===== src/rtl/button_pkg.sv =====
// Shared types and helpers for the push-button debounce/edge/repeat block.
package button_pkg;

  typedef enum logic [1:0] {
    IDLE,
    PRESS_CHK,
    PRESSED,
    REL_CHK
  } btn_state_t;

  typedef enum logic {
    DELAY,
    PERIOD
  } rep_phase_t;

  // Counter width for a terminal count of x: $clog2(x), never less than 1 bit.
  function automatic int unsigned cnt_width(input int unsigned x);
    int unsigned w;
    w = $clog2(x);
    return (w > 1) ? w : 1;
  endfunction

endpackage


===== src/rtl/button_channel.sv =====
// One button: 2-flop synchronizer, debounce FSM, edge strobes and auto-repeat.
module button_channel
  import button_pkg::*;
#(
  parameter int unsigned DEBOUNCE_CYCLES = 50000,
  parameter int unsigned REPEAT_DELAY    = 2500000,
  parameter int unsigned REPEAT_PERIOD   = 500000
) (
  input  logic clk_in,
  input  logic rst,
  input  logic btn_raw,
  output logic btn_level,
  output logic btn_press,
  output logic btn_release,
  output logic btn_repeat
);

  localparam int unsigned DB_W    = cnt_width(DEBOUNCE_CYCLES);
  localparam int unsigned REP_MAX = (REPEAT_DELAY > REPEAT_PERIOD) ? REPEAT_DELAY : REPEAT_PERIOD;
  localparam int unsigned REP_W   = cnt_width(REP_MAX);
  localparam logic [DB_W-1:0]  DB_LAST     = DB_W'(DEBOUNCE_CYCLES - 1);
  localparam logic [REP_W-1:0] DELAY_LAST  = REP_W'(REPEAT_DELAY - 1);
  localparam logic [REP_W-1:0] PERIOD_LAST = REP_W'(REPEAT_PERIOD - 1);
  localparam logic             REP_EN      = (REPEAT_DELAY > 0);

  logic             sync1_q, sync_q;
  btn_state_t       state_q, state_d;
  rep_phase_t       phase_q, phase_d;
  logic [DB_W-1:0]  db_q, db_d;
  logic [REP_W-1:0] rep_q, rep_d;
  logic [REP_W-1:0] rep_last;
  logic             level_q, level_d;
  logic             press_q, press_d;
  logic             release_q, release_d;
  logic             repeat_q, repeat_d;

  assign rep_last = (phase_q == DELAY) ? DELAY_LAST : PERIOD_LAST;

  always_comb begin
    state_d   = state_q;
    phase_d   = phase_q;
    db_d      = db_q;
    rep_d     = rep_q;
    press_d   = 1'b0;
    release_d = 1'b0;
    repeat_d  = 1'b0;
    case (state_q)
      IDLE: begin
        if (sync_q) begin
          state_d = PRESS_CHK;
          db_d    = '0;
        end
      end
      PRESS_CHK: begin
        if (!sync_q) begin
          state_d = IDLE;
        end else if (db_q == DB_LAST) begin
          state_d = PRESSED;
          press_d = 1'b1;
          rep_d   = '0;
          phase_d = DELAY;
        end else begin
          db_d = db_q + DB_W'(1);
        end
      end
      PRESSED: begin
        if (!sync_q) begin
          state_d = REL_CHK;
          db_d    = '0;
        end else if (REP_EN) begin
          if (rep_q == rep_last) begin
            repeat_d = 1'b1;
            rep_d    = '0;
            phase_d  = PERIOD;
          end else begin
            rep_d = rep_q + REP_W'(1);
          end
        end
      end
      REL_CHK: begin
        // Bouncing back to PRESSED keeps the repeat schedule where it was.
        if (sync_q) begin
          state_d = PRESSED;
        end else if (db_q == DB_LAST) begin
          state_d   = IDLE;
          release_d = 1'b1;
        end else begin
          db_d = db_q + DB_W'(1);
        end
      end
      default: state_d = IDLE;
    endcase
    level_d = (state_d == PRESSED) || (state_d == REL_CHK);
  end

  always_ff @(posedge clk_in) begin
    if (rst) begin
      sync1_q   <= 1'b0;
      sync_q    <= 1'b0;
      state_q   <= IDLE;
      phase_q   <= DELAY;
      db_q      <= '0;
      rep_q     <= '0;
      level_q   <= 1'b0;
      press_q   <= 1'b0;
      release_q <= 1'b0;
      repeat_q  <= 1'b0;
    end else begin
      sync1_q   <= btn_raw;
      sync_q    <= sync1_q;
      state_q   <= state_d;
      phase_q   <= phase_d;
      db_q      <= db_d;
      rep_q     <= rep_d;
      level_q   <= level_d;
      press_q   <= press_d;
      release_q <= release_d;
      repeat_q  <= repeat_d;
    end
  end

  assign btn_level   = level_q;
  assign btn_press   = press_q;
  assign btn_release = release_q;
  assign btn_repeat  = repeat_q;

endmodule


===== src/rtl/button_debouncer.sv =====
// Calculator push-button front end: NUM_BTNS independent debounce/repeat channels.
module button_debouncer #(
  parameter int unsigned NUM_BTNS        = 5,
  parameter int unsigned DEBOUNCE_CYCLES = 50000,
  parameter int unsigned REPEAT_DELAY    = 2500000,
  parameter int unsigned REPEAT_PERIOD   = 500000
) (
  input  logic                clk_in,
  input  logic                rst,
  input  logic [NUM_BTNS-1:0] btn_raw,
  output logic [NUM_BTNS-1:0] btn_level,
  output logic [NUM_BTNS-1:0] btn_press,
  output logic [NUM_BTNS-1:0] btn_release,
  output logic [NUM_BTNS-1:0] btn_repeat
);

  for (genvar i = 0; i < NUM_BTNS; i++) begin : g_ch
    button_channel #(
      .DEBOUNCE_CYCLES(DEBOUNCE_CYCLES),
      .REPEAT_DELAY   (REPEAT_DELAY),
      .REPEAT_PERIOD  (REPEAT_PERIOD)
    ) u_ch (
      .clk_in     (clk_in),
      .rst        (rst),
      .btn_raw    (btn_raw[i]),
      .btn_level  (btn_level[i]),
      .btn_press  (btn_press[i]),
      .btn_release(btn_release[i]),
      .btn_repeat (btn_repeat[i])
    );
  end

endmodule


===== config.mk =====
export PLATFORM = sky130hd
export DESIGN_NAME = button_debouncer
export DESIGN_NICKNAME = d
export VERILOG_FILES = /design/src/rtl/button_pkg.sv /design/src/rtl/button_channel.sv /design/src/rtl/button_debouncer.sv
export SDC_FILE = /design/constraint.sdc
export NUM_CORES = 1
export LEC_CHECK = 0
export BUFFER_PORTS_ARGS = -buffer_cell sky130_fd_sc_hd__clkbuf_2
export CAP_MARGIN = 40
export CORE_AREA = 2 2 199 201
export DETAILED_ROUTE_END_ITERATION = 10
export DIE_AREA = 0 0 201 203
export MAX_ROUTING_LAYER = met4
export SETUP_SLACK_MARGIN = 0.3
export SKIP_CTS_REPAIR_TIMING = 1
export SLEW_MARGIN = 10
export SYNTH_ARGS = -nofsm -noshare
export SYNTH_HDL_FRONTEND = slang
export SYNTH_SLANG_ARGS = --single-unit

===== constraint.sdc =====
create_clock -name clk_in -period 3.1 [get_ports clk_in]
set_input_delay 0.31 -clock clk_in [delete_from_list [all_inputs] [get_ports clk_in]]
set_output_delay 0.31 -clock clk_in [all_outputs]
set_load 0.005 [all_outputs]

==> impl_metrics.yaml <==
floorplanning:
  dieArea_um2: 40800
  core_um2: 38500
  die_h_um: 203
  die_w_um: 201
  initial_core_util: 0.317
  rows: 72
  pin_count: 27
clock_tree:
  htree_levels: 1
  cts_tree: "built"
  path_clk_slew_ns: 0.06
  cts_buffers: 26
  clock_sinks: 235
  cts_root_buf: "clkbuf_16"
  clkLatencyLatePin_ns: 0.53
  cts_buffer_depth: 3
final_layout:
  largestRegisters: "g_ch.u_ch.rep_q: 110 flops, g_ch.u_ch.db_q: 80 flops, g_ch.u_ch.state_q: 10 flops"
  layout_common_cells: "dfxtp_1 (235), nor2_1 (117), xnor2_1 (104), nand2_1 (94), a21oi_1 (86)"
  layout.cells.most_common: "dfxtp_1"
  final_cells: 1960
  drive_above_1_share: 0.0888
  largest_reg_flops: 110
  antenna_cells: 0
  nNetsFinal: 1465
  regMostFlops: "g_ch.u_ch.rep_q"
  area_delta_synth_final_pct: 11.6
grt:
  grt_util_all_layers: 0.132
  grt_max_degree: 47
  gr-total-overflow: 0
  grt_antenna_before_repair: 0
  grt_first_pass_wirelength_mm: 45.9
  grt_pass1_vias: 9484
pwr:
  peakVddDrop_v: 0.000408
  power.leakage_uw: 0.00427
  total_power_uw: 8430
  powerDensity_nw_per_um2: 618
drt:
  drt_iter0_drc: 554
  vias: 10300
  vias_per_cell: 5.26
  ant_nets: 0
  wl_mm: 26.5
  drc: 0
  wl_per_cell_um: 13.5
  drtPass1Iterations: 5
setup_path:
  critPathKind: "register to register"
  crit_buf_inv: 0
  cp_slowest_cell: "or4_1"
  path_delay_family: "simple AND/OR/NAND/NOR gates"
  worstPathCellList: "nor4b_1 -> a41oi_1 -> or4_1 -> or3_1 -> a21oi_1"
  critPathLaunchType: "register"
  worstPathArrival_ns: 2.96
  worstPathRequired_ns: 3.55
  max_stage_delay_ns: 0.71
  cp-end-kind: "register"
  path_max_fanout: 10
status:
  failed_checks: "hold timing"
  outcome: "finished, violations left"
synth:
  synth.net_count: 1483
  synth_area_um2: 12200
  netlist_instances: 1441
  ys_ff_latch: 235
  yosysWarnings: 0
  synthArstFlopShare: 0
  ys.flop_type: "dfxtp_1"
  ys_types: 70
  synth_edf_count: 0
  avgSynthCellArea_um2: 8.47
  synth.yosys.seq_area_share: 0.385
place:
  dp.cells: 1911
  hpwl_mm: 17.8
  io_buffers: 26
  finalWeightedCongestion: 0.812
sta:
  final.setup.tns_ns: 0
  final_hold_viol_count: 1
  skew_ns: 0.00675
  finalSetupViolCount: 0
  drv_slew: 0
  worst_slew_pin_slew_ns: 0.873
  period_share: 0.810
  fin_crit_ns: 2.51
  fmax_ghz: 0.398
  slew_headroom: 0.414
  rsz0062_at_grt: "no"
  hold_ws_ns: -0.00328
flow_run:
  max_cap_violations: 0
min_path:
  hold_path_class: "input port to register"
## report_power, final
part,switching [uW],internal (uW),total [uW]
combinational,1380,582,1960
sequential,102,3130,3240
clock,1240,1990,3240
## cell usage after synthesis (11+ instances only)
master / count / share of area
and3_1: 20 / 0.010
clkbuf_1: 59 / 0.018
ha_1: 35 / 0.036
mux2i_1: 11 / 0.0090
or4_1: 38 / 0.023
nand3_1: 56 / 0.023
and2_1: 12 / 0.0061
nor2_1: 117 / 0.036
nand2_1: 94 / 0.029
nor4b_1: 19 / 0.014
nor2b_1: 12 / 0.0061
o31ai_1: 28 / 0.017
buf_4: 20 / 0.012
or3_1: 31 / 0.016
xnor2_1: 104 / 0.075
dfxtp_1: 235 / 0.39
and4_1: 25 / 0.018
a21oi_1: 86 / 0.035
o21ai_0: 46 / 0.019
nand4_1: 45 / 0.023
inv_1: 41 / 0.013
nor3_1: 83 / 0.034
a2111oi_0: 18 / 0.013
nor4_1: 51 / 0.026
## through the flow
step	setup slack [ns]	hold WS (ns)	area, um^2	util
3_5_place_dp	0.561	0.431	12700	0.330
4_1_cts	0.549	-0.0282	13600	0.354
5_1_grt	0.311	0.00197	13600	0.354
3_3_place_gp	0.601	0.418	12700	0.330
6_report	0.590	-0.00328	13600	0.354
2_1_floorplan	0.703	0.414	12200	-
## cells by family after synthesis
logic type,synth area share
simple gates,0.301
compound gates,0.135
flops,0.385
buf+inv,0.0499
xor+xnor,0.0818
fa+ha+maj,0.0359
mux,0.0109
## worst reg2reg max path, stage by stage (launching register included)
cell	delay, ns
dfxtp_1	0.35
nor4b_1	0.39
a41oi_1	0.45
or4_1	0.71
or3_1	0.37
a21oi_1	0.15
## layer usage
layer	up-vias	global-route usage	part of all wire
li1	5276	-	-
met1	4872	0.176	0.50
met2	131	0.211	0.45
met3	36	0.0186	0.032
met4	0	0.0299	0.020
met5	-	-	0
## cell type report
type                            count  area, um^2
Tap cell                          518         648
Inverter                           41         154
Clock inverter                     11         130
Sequential cell                   235        4700
Fill cell                        3924       24800
Multi-Input combinational cell   1069        6900
Timing Repair Buffer               50         318
Clock buffer                       36         779
## final timing paths
check / startpoint / endpoint / slack [ns] / cells after the start
max reg2reg: g_ch[1].u_ch.db_q[4] / g_ch[1].u_ch.rep_q[21] / 0.59 / 5
min reg2reg: g_ch[4].u_ch.sync1_q / g_ch[4].u_ch.sync_q / 0.44 / 1
min: btn_raw[1] / g_ch[1].u_ch.sync1_q / -0.003 / 2
max: g_ch[1].u_ch.db_q[4] / g_ch[1].u_ch.rep_q[21] / 0.59 / 5
Power figures use the tool's default switching activity.
